[src/rtl/fetch_unit.sv]
// Instruction-fetch stage with IF/ID pipeline register, one-entry skid buffer,
// branch/jump redirect with in-flight response discard, and halt parking.
module fetch_unit #(
    parameter logic [31:0] RESET_PC = 32'h0000_0000
) (
    input  logic        clk,
    input  logic        rst,
    input  logic        stall_b,
    input  logic        branch_taken,
    input  logic [31:0] branch_target,
    input  logic        jump,
    output logic        imem_req,
    output logic [31:0] imem_addr,
    input  logic        imem_ready,
    input  logic [31:0] imem_rdata,
    output logic [31:0] if_id_instruction,
    output logic [31:0] if_id_pc_plus4,
    output logic        if_id_valid,
    output logic        halted,
    output logic [1:0]  dbg_state
);

    typedef enum logic [1:0] {
        S_RUN  = 2'd0,
        S_WAIT = 2'd1,
        S_HALT = 2'd2
    } state_t;

    state_t      r_state, w_state_nxt;
    logic [31:0] r_pc, w_pc_nxt;
    logic [31:0] r_if_instr, w_if_instr_nxt;
    logic [31:0] r_if_pc4, w_if_pc4_nxt;
    logic        r_if_valid, w_if_valid_nxt;
    logic        r_skid_valid, w_skid_valid_nxt;
    logic [31:0] r_skid_instr, w_skid_instr_nxt;
    logic [31:0] r_skid_pc4, w_skid_pc4_nxt;
    logic        r_discard, w_discard_nxt;
    logic [31:0] r_target, w_target_nxt;

    logic        w_req;
    logic        w_fire;
    logic        w_redirect;
    logic [31:0] w_target;
    logic [31:0] w_pc_plus4;

    // Handshake: a word transfers in any cycle where imem_req && imem_ready;
    // once imem_req is raised, imem_addr stays fixed until that transfer happens.
    assign w_req      = (r_state != S_HALT) && !r_skid_valid;
    assign w_fire     = w_req && imem_ready;
    assign w_redirect = branch_taken || jump;
    assign w_pc_plus4 = r_pc + 32'd4;
    // Branch is the older instruction, so it wins over a jump in IF/ID.
    assign w_target   = branch_taken ? branch_target
                                     : {r_if_pc4[31:28], r_if_instr[25:0], 2'b00};

    always_comb begin
        w_state_nxt      = r_state;
        w_pc_nxt         = r_pc;
        w_if_instr_nxt   = r_if_instr;
        w_if_pc4_nxt     = r_if_pc4;
        w_if_valid_nxt   = r_if_valid;
        w_skid_valid_nxt = r_skid_valid;
        w_skid_instr_nxt = r_skid_instr;
        w_skid_pc4_nxt   = r_skid_pc4;
        w_discard_nxt    = r_discard;
        w_target_nxt     = r_target;

        if (w_redirect) begin
            w_if_instr_nxt   = 32'd0;
            w_if_valid_nxt   = 1'b0;
            w_skid_valid_nxt = 1'b0;
            // A request already presented must complete at its address; its
            // data is thrown away and the target is issued afterwards.
            if (w_req && !imem_ready) begin
                w_discard_nxt = 1'b1;
                w_target_nxt  = w_target;
                w_state_nxt   = S_WAIT;
            end else begin
                w_pc_nxt      = w_target;
                w_discard_nxt = 1'b0;
                w_state_nxt   = S_RUN;
            end
        end else if (r_discard) begin
            if (stall_b) begin
                w_if_instr_nxt = 32'd0;
                w_if_valid_nxt = 1'b0;
            end
            if (w_fire) begin
                w_discard_nxt = 1'b0;
                w_pc_nxt      = r_target;
                w_state_nxt   = S_RUN;
            end
        end else if (w_fire) begin
            w_pc_nxt    = w_pc_plus4;
            w_state_nxt = (imem_rdata[31:26] == 6'h3f) ? S_HALT : S_RUN;
            if (stall_b) begin
                w_if_instr_nxt = imem_rdata;
                w_if_pc4_nxt   = w_pc_plus4;
                w_if_valid_nxt = 1'b1;
            end else begin
                w_skid_valid_nxt = 1'b1;
                w_skid_instr_nxt = imem_rdata;
                w_skid_pc4_nxt   = w_pc_plus4;
            end
        end else begin
            if (w_req) begin
                w_state_nxt = S_WAIT;
            end
            if (stall_b) begin
                if (r_skid_valid) begin
                    w_if_instr_nxt   = r_skid_instr;
                    w_if_pc4_nxt     = r_skid_pc4;
                    w_if_valid_nxt   = 1'b1;
                    w_skid_valid_nxt = 1'b0;
                end else begin
                    w_if_instr_nxt = 32'd0;
                    w_if_valid_nxt = 1'b0;
                end
            end
        end
    end

    always_ff @(posedge clk) begin
        if (rst) begin
            r_state      <= S_RUN;
            r_pc         <= RESET_PC;
            r_if_instr   <= 32'd0;
            r_if_pc4     <= 32'd0;
            r_if_valid   <= 1'b0;
            r_skid_valid <= 1'b0;
            r_skid_instr <= 32'd0;
            r_skid_pc4   <= 32'd0;
            r_discard    <= 1'b0;
            r_target     <= 32'd0;
        end else begin
            r_state      <= w_state_nxt;
            r_pc         <= w_pc_nxt;
            r_if_instr   <= w_if_instr_nxt;
            r_if_pc4     <= w_if_pc4_nxt;
            r_if_valid   <= w_if_valid_nxt;
            r_skid_valid <= w_skid_valid_nxt;
            r_skid_instr <= w_skid_instr_nxt;
            r_skid_pc4   <= w_skid_pc4_nxt;
            r_discard    <= w_discard_nxt;
            r_target     <= w_target_nxt;
        end
    end

    assign imem_req          = w_req && !rst;
    assign imem_addr         = r_pc;
    assign if_id_instruction = r_if_instr;
    assign if_id_pc_plus4    = r_if_pc4;
    assign if_id_valid       = r_if_valid;
    assign halted            = (r_state == S_HALT);
    assign dbg_state         = r_state;

endmodule

[config.mk]
export PLATFORM = sky130hd
export DESIGN_NAME = fetch_unit
export DESIGN_NICKNAME = d
export VERILOG_FILES = /design/src/rtl/fetch_unit.sv
export SDC_FILE = /design/constraint.sdc
export NUM_CORES = 1
export LEC_CHECK = 0
export CAP_MARGIN = 20
export CORE_AREA = 2 2 147 149
export CTS_CLUSTER_DIAMETER = 50
export DETAILED_ROUTE_END_ITERATION = 8
export DIE_AREA = 0 0 149 151
export GPL_ROUTABILITY_DRIVEN = 0
export HOLD_SLACK_MARGIN = 0.03
export PLACE_DENSITY = 0.66
export SYNTH_ARGS = -nofsm -noshare
export SYNTH_HDL_FRONTEND = slang
export SYNTH_SLANG_ARGS = --single-unit
[constraint.sdc]
create_clock -name clk -period 3.99 [get_ports clk]
set_input_delay 1.197 -clock clk [delete_from_list [all_inputs] [get_ports clk]]
set_output_delay 1.197 -clock clk [all_outputs]
set_load 0.02 [all_outputs]
# Word-level counts from Yosys, hierarchy flattened
# Index checks and enable logic that the tools add are counted.
# W data, S select, Z words.
# op_classes
eq_ne	6
n_addsub	1
bitwise	3
mux	35
n_reduce_logical	19
# ops
op	count
$mux W32	16
$add A32 B3 Y32 const B	1
$mux W1	13
$mux W2	6
$reduce_and A4 Y1	2
$eq A6 B6 Y1 const B	1
$ne A2 B2 Y1 const B	3
$reduce_and A2 Y1	3
$reduce_bool A2 Y1	3
$logic_and A1 B1 Y1	4
$logic_not A1 Y1	3
$ne A3 B1 Y1 const B	1
$not A1 Y1	3
$reduce_and A3 Y1	1
$reduce_bool A3 Y1	1
$eq A2 B2 Y1 const B	1
$reduce_or A2 Y1	1
$logic_or A1 B1 Y1	1
# word_totals
in_bits	70
out_inout_bits	101
regBits	197
elab_cells	74

# Longest topological paths before layout
# Gate-level depths: netlist (run 1).
# logic_depth
depth_word	6
mapped_depth	8
mapped_depth_nobuf	6

# Least setup slack after synthesis (run 1)
# OpenSTA, ideal clock, no wires.
# synth_timing
kind	input-to-output
start	in rst
end	out imem_req
stages	4
t_required_ps	2793
arrival_time_ps	2129
path_buffers	3
path_slack_ps	664
cell_sequence	clkbuf_1 clkbuf_1 clkbuf_1 nor2_1
# synth_between
elab_chain_len	2
# synth_rtl
item	line_no	rtl
from (decl)	7	input logic rst,
$logic_not A1 Y1	149	assign imem_req = w_req && !rst;
$logic_and A1 B1 Y1	149	
to (decl)	12	output logic imem_req,
# Every way passes these cells.

# Worst setup path in the final report (run 1)
# Ends and elaborated chain as after synthesis.

==> results.yml, run 1 <==
synthesis:
  ys_seq_area_share_pct: 41.7
  synth.top_cells.by_area: "dfxtp_1 (42%), a21oi_1 (7.2%), nand2_1 (6.0%)"
  postSynthAreaPerCell_um2: 7.89
  ys_async_sr_fraction_pct: 0
  synth_nets: 1269
  synth_seq_cells: 197
  synth_cells: 1198
  ys.flop_type: "dfxtp_1"
  synth_area_mm2: 0.00945
  synth_top_area_share_pct: 41.7
  yosys.area.top_type: "dfxtp_1"
  yosysWarnings: 0
  synth-edff-count: 0
  synth_cell_type_count: 58
sta:
  finalCritPeriodShare_pct: 80.1
  finalSetupTns_ns: 0
  tightestPinTransition_ns: 0.856
  fmax_mhz: 313
  finalHoldViolations: 0
  rsz0062_at_grt: "no"
  setup_viol: 0
  clock_skew_ns: 0.0108
  period_needed_ns: 3.20
  relSlewSlack_pct: 42.9
  slew_violations: 0
critical_path:
  timing.rr.end: "if_id_pc_plus4[26]"
  cp.required_ns: 2.79
  endpoint: "imem_req"
  crit_type: "in -> out"
  r2r_slack_ns: 1.30
  cp-end-kind: "output pin"
  ff2ff_path_depth: 6
  cp-startpoint: "rst"
  rr_startpoint: "imem_addr[2]"
  crit_fanout: 2
  arrival_ns: 2.00
  startpoint_type: "input port"
clocking:
  clkSinkCount: 197
  cts_made_buffers: 17
  cts_hold_buf: 0
  insertion_delay_ns: 0.44
  cts_htree_levels: 4
  root_buffer: "clkbuf_16"
  clkSlewWorstSetupHoldPaths_ns: 0.07
  clockBufferDepth: 2
  cts_tree: "built"
  post-cts-setup-buffers: 0
  cts_resized: 0
grt:
  grt_max_degree: 85
  gr-total-overflow: 0
  grt_pass1_wl_um: 46700
  antenna_found_initial: 0
  grt_use_total_pct: 26.5
  grt_pass1_vias: 8262
routing:
  drtPass1Iterations: 5
  wl_um: 30100
  vias_per_cell: 5.85
  drt_iter0_markers: 793
  postRouteAntennaNets: 0
  drc: 0
  wl_per_cell_um: 18.9
  vias: 9313
layout:
  final_common_cell: "dfxtp_1"
  area_growth_pct: 25.8
  drive_gt1_share_pct: 5.93
  final_cell_mix: "dfxtp_1 (197), clkdlybuf4s50_1 (167), nand2_1 (150), nor2_1 (138), a21oi_1 (135)"
  fin_nets: 1375
  antenna_cells: 0
  post-route-util_pct: 57.1
outcome:
  status: "complete, no violations"
run:
  cap_violations: 0
worst_hold_path:
  min_path_type: "reg -> reg"
  min_from: "if_id_pc_plus4[9]"
  hold-path-cell-count: 2
die:
  die_h_um: 151
  ioPinCount: 171
  core-area_mm2: 0.0208
  die_w_um: 149
  initial_core_util_pct: 45.4
  dieArea_mm2: 0.0225
  num_rows: 53
placement:
  portBuffers: 170
  place_hpwl_um: 20500
pwr:
  p_leak_nw: 4.00
  irDropWorstVdd_uv: 284
  power_density_mw_per_mm2: 373
-- worst min-delay path by stage --
stage | end | slack, ns
global route | r_skid_instr[9] | 0.47
global placement | r_skid_instr[7] | 0.44
floorplan | r_skid_pc4[0] | 0.44
detailed placement | if_id_pc_plus4[9] | 0.45
finish | if_id_pc_plus4[9] | 0.45
CTS | if_id_pc_plus4[9] | 0.46
-- cell type report --
cell class / instances / area, um^2
Timing Repair Buffer: 197 / 1920
Tap cell: 275 / 344
Clock inverter: 12 / 141
Inverter: 15 / 56.3
Clock buffer: 19 / 443
Sequential cell: 197 / 3940
Fill cell: 1992 / 8930
Multi-Input combinational cell: 876 / 5040
-- synth_stat cells (3+ instances only) --
| master | n |
|---|---|
| dfxtp_1 | 197 |
| nand2_1 | 150 |
| nor2_1 | 139 |
| a21oi_1 | 135 |
| clkbuf_1 | 94 |
| o21ai_0 | 56 |
| nor3_1 | 40 |
| a211oi_1 | 39 |
| a22o_1 | 32 |
| a311oi_1 | 22 |
| nand3_1 | 22 |
| nor2b_1 | 18 |
| and3b_1 | 17 |
| nand2b_1 | 17 |
| mux2i_1 | 16 |
| nand4_1 | 16 |
| xnor2_1 | 16 |
| nor4_1 | 15 |
| a22oi_1 | 14 |
| inv_1 | 13 |
| nand3b_1 | 11 |
| o32ai_1 | 10 |
| a31oi_1 | 9 |
| buf_1 | 8 |
| and4_1 | 7 |
| o31a_1 | 7 |
| buf_2 | 6 |
| o221ai_1 | 6 |
| o211ai_1 | 5 |
| o21a_1 | 5 |
| xor2_1 | 5 |
| a211o_1 | 4 |
| a32oi_1 | 4 |
| o22ai_1 | 4 |
| o31ai_1 | 4 |
| a21boi_0 | 3 |
| and3_1 | 3 |
-- cell families after synthesis --
family / share of synthesized area (%)
AO/OA/AOI/OAI: 25.5
XOR/XNOR: 1.95
adder cells (fa/ha/maj): 0.132
buffers and inverters: 5.12
flip-flops: 41.7
multiplexers: 1.69
AND/OR/NAND/NOR: 23.9
-- power breakdown --
group          switching [W]  leakage [nW]  total (W)  internal, W
Clock               0.000802         0.292    0.00175     0.000952
Sequential         0.0000686          1.60    0.00210      0.00203
Combinational       0.000336          2.11   0.000575     0.000239
-- registers in the layout, indices dropped and copies added, names as in the netlist --
register,flops
if_id_pc_plus4,32
r_skid_instr,32
r_skid_valid,1
if_id_instruction,32
if_id_valid,1
dbg_state,2
r_discard,1
r_target,32
r_skid_pc4,32
imem_addr,32
-- metal layers --
metal	vias up	global-route usage, %	routed length (um)
met3	45	3.52	1860
met5	-	0	0
met2	356	40.6	13600
met4	0	10.2	925
met1	4375	38.0	13700
li1	4537	-	-
-- through the flow --
stage,power (W),worst slack [ns],hold WS (ns),instance area [um^2],cells
2_1_floorplan,0.00246,0.664,0.437,9450,1198
3_3_place_gp,0.00271,0.777,0.442,11300,1560
4_1_cts,0.00444,0.785,0.455,11900,1591
3_5_place_dp,0.00272,0.752,0.445,11300,1560
6_report,0.00443,0.793,0.451,11900,1591
5_1_grt,0.00458,0.756,0.470,11900,1591
-- worst max-delay path, stage by stage --
cell and delay [ns]:
buf_4 0.11, nor2_1 0.09, clkdlybuf4s50_1 0.60
Note: power is estimated with default switching activity, not from simulation.
==> run 2, diff against run 1 <==
clock period = 3 ns   (was 3.99 ns; I/O delays follow)
==> run 2 against run 1 <==
Wire length down 0.48%. Combinational power up 38%. Via count up 0.35%. Global-route usage fell by 0.10 points. Critical path depth grew 1. Critical endpoint unchanged. Largest cell class unchanged.
==> results.yml, run 2 (synthesis results as in run 1) <==
outcome:
  status: "complete, no violations"
die:
  dieArea_mm2: 0.0225
  num_rows: 53
  ioPinCount: 171
  die_h_um: 151
  initial_core_util_pct: 45.4
  die_w_um: 149
  core-area_mm2: 0.0208
sta:
  setup_viol: 0
  tightestPinTransition_ns: 1.03
  finalCritPeriodShare_pct: 93.5
  relSlewSlack_pct: 31.6
  rsz0062_at_grt: "no"
  fin_ws_ns: 0.195
  clock_skew_ns: 0.0112
  slew_violations: 0
  period_needed_ns: 2.81
  fmax_mhz: 356
  finalHoldViolations: 0
  finalSetupTns_ns: 0
critical_path:
  ff2ff_path_depth: 5
  cp.required_ns: 2.10
  r2r_slack_ns: 0.50
  crit_type: "reg -> out"
  startpoint_type: "flip-flop"
  crit_fanout: 6
  arrival_ns: 1.91
  timing.rr.end: "if_id_pc_plus4[28]"
  cp-end-kind: "output pin"
  rr_startpoint: "imem_addr[4]"
clocking:
  cts_hold_buf: 0
  cts_tree: "built"
  clkSlewWorstSetupHoldPaths_ns: 0.08
  root_buffer: "clkbuf_16"
  cts_htree_levels: 4
  cts_resized: 0
  clockBufferDepth: 2
  clkSinkCount: 197
  cts_made_buffers: 17
  insertion_delay_ns: 0.44
  post-cts-setup-buffers: 0
worst_hold_path:
  min_path_type: "reg -> reg"
  hold-path-cell-count: 2
  min_from: "if_id_pc_plus4[6]"
  hold_end: "if_id_pc_plus4[6]"
grt:
  grt_max_degree: 90
  antenna_found_initial: 0
  grt_pass1_vias: 8314
  grt_pass1_wl_um: 46300
  grt_use_total_pct: 26.4
  gr-total-overflow: 0
layout:
  final_common_cell: "dfxtp_1"
  area_growth_pct: 27.3
  final_cell_mix: "dfxtp_1 (197), clkdlybuf4s50_1 (167), nand2_1 (150), nor2_1 (138), a21oi_1 (135)"
  final_cells: 1601
  antenna_cells: 0
  fin_nets: 1384
  post-route-util_pct: 57.8
  fillers: 1956
  drive_gt1_share_pct: 6.64
routing:
  wl_per_cell_um: 18.7
  drtPass1Iterations: 5
  wl_um: 30000
  vias: 9346
  met2_length_um: 12900
  vias_per_cell: 5.84
  wl_met1_um: 13700
  postRouteAntennaNets: 0
  drt_iter0_markers: 789
  drc: 0
  topRoutingLayerUsed: "met4"
  wl_met3_um: 2160
run:
  cap_violations: 0
placement:
  dp.cells: 1569
  place_ws_ns: 0.206
  portBuffers: 170
  place_hpwl_um: 20500
pwr:
  irDropWorstVdd_uv: 365
  p_leak_nw: 4.07
  power_density_mw_per_mm2: 486
run 2: cell count changes in the layout (fill, tap and decap cells not counted), moves of 2 or more:
cell,previous run,this run
clkbuf_8,1,3
clkinv_8,0,2
buf_12,2,8
buf_4,26,29
bufinv_16,2,0
clkinv_2,3,1
run 2: routing by layer:
| layer | GRT usage, % | up-vias |
|---|---|---|
| li1 | - | 4556 |
| met1 | 37.3 | 4350 |
| met2 | 39.5 | 382 |
| met3 | 4.31 | 58 |
| met4 | 12.4 | 0 |
| met5 | 0 | - |
run 2: worst max-delay path by stage:
stage,start,end
final,dbg_state[0],imem_req
after CTS,dbg_state[0],imem_req
after global routing,dbg_state[0],imem_req
after floorplan,rst,imem_req
after global placement,stall_b,if_id_pc_plus4[11]
after detailed placement,imem_ready,if_id_pc_plus4[11]
run 2: per-stage QoR:
stage / power, W / hold WS, ns / cell area, um^2
finish: 0.00584 / 0.456 / 12000
global route: 0.00606 / 0.471 / 12000
CTS: 0.00586 / 0.458 / 12000
detailed placement: 0.00363 / 0.448 / 11400
global placement: 0.00362 / 0.441 / 11400
floorplan: 0.00327 / 0.437 / 9450
run 2: worst max-delay path, cell delays in order (launching register included):
cell             delay (ns)
dfxtp_1                0.36
nand2b_1               0.23
nand2_1                0.16
nor2_1                 0.11
clkdlybuf4s50_1        0.60
run 2: cell type report:
type	instances	area [um^2]	share of cell area [%]
clock buffers	21	470	3.91
clock inverters	11	111	0.926
inverters	15	56.3	0.468
multi-input cells	876	5040	41.9
flip-flops and latches	197	3940	32.8
well taps	275	344	2.86
repair buffers	206	2060	17.1
run 2: power by group:
part	leakage (nW)	switching [W]	internal, W
Clock	0.284	0.00110	0.00116
Sequential	1.60	0.0000802	0.00270
Combinational	2.18	0.000458	0.000334
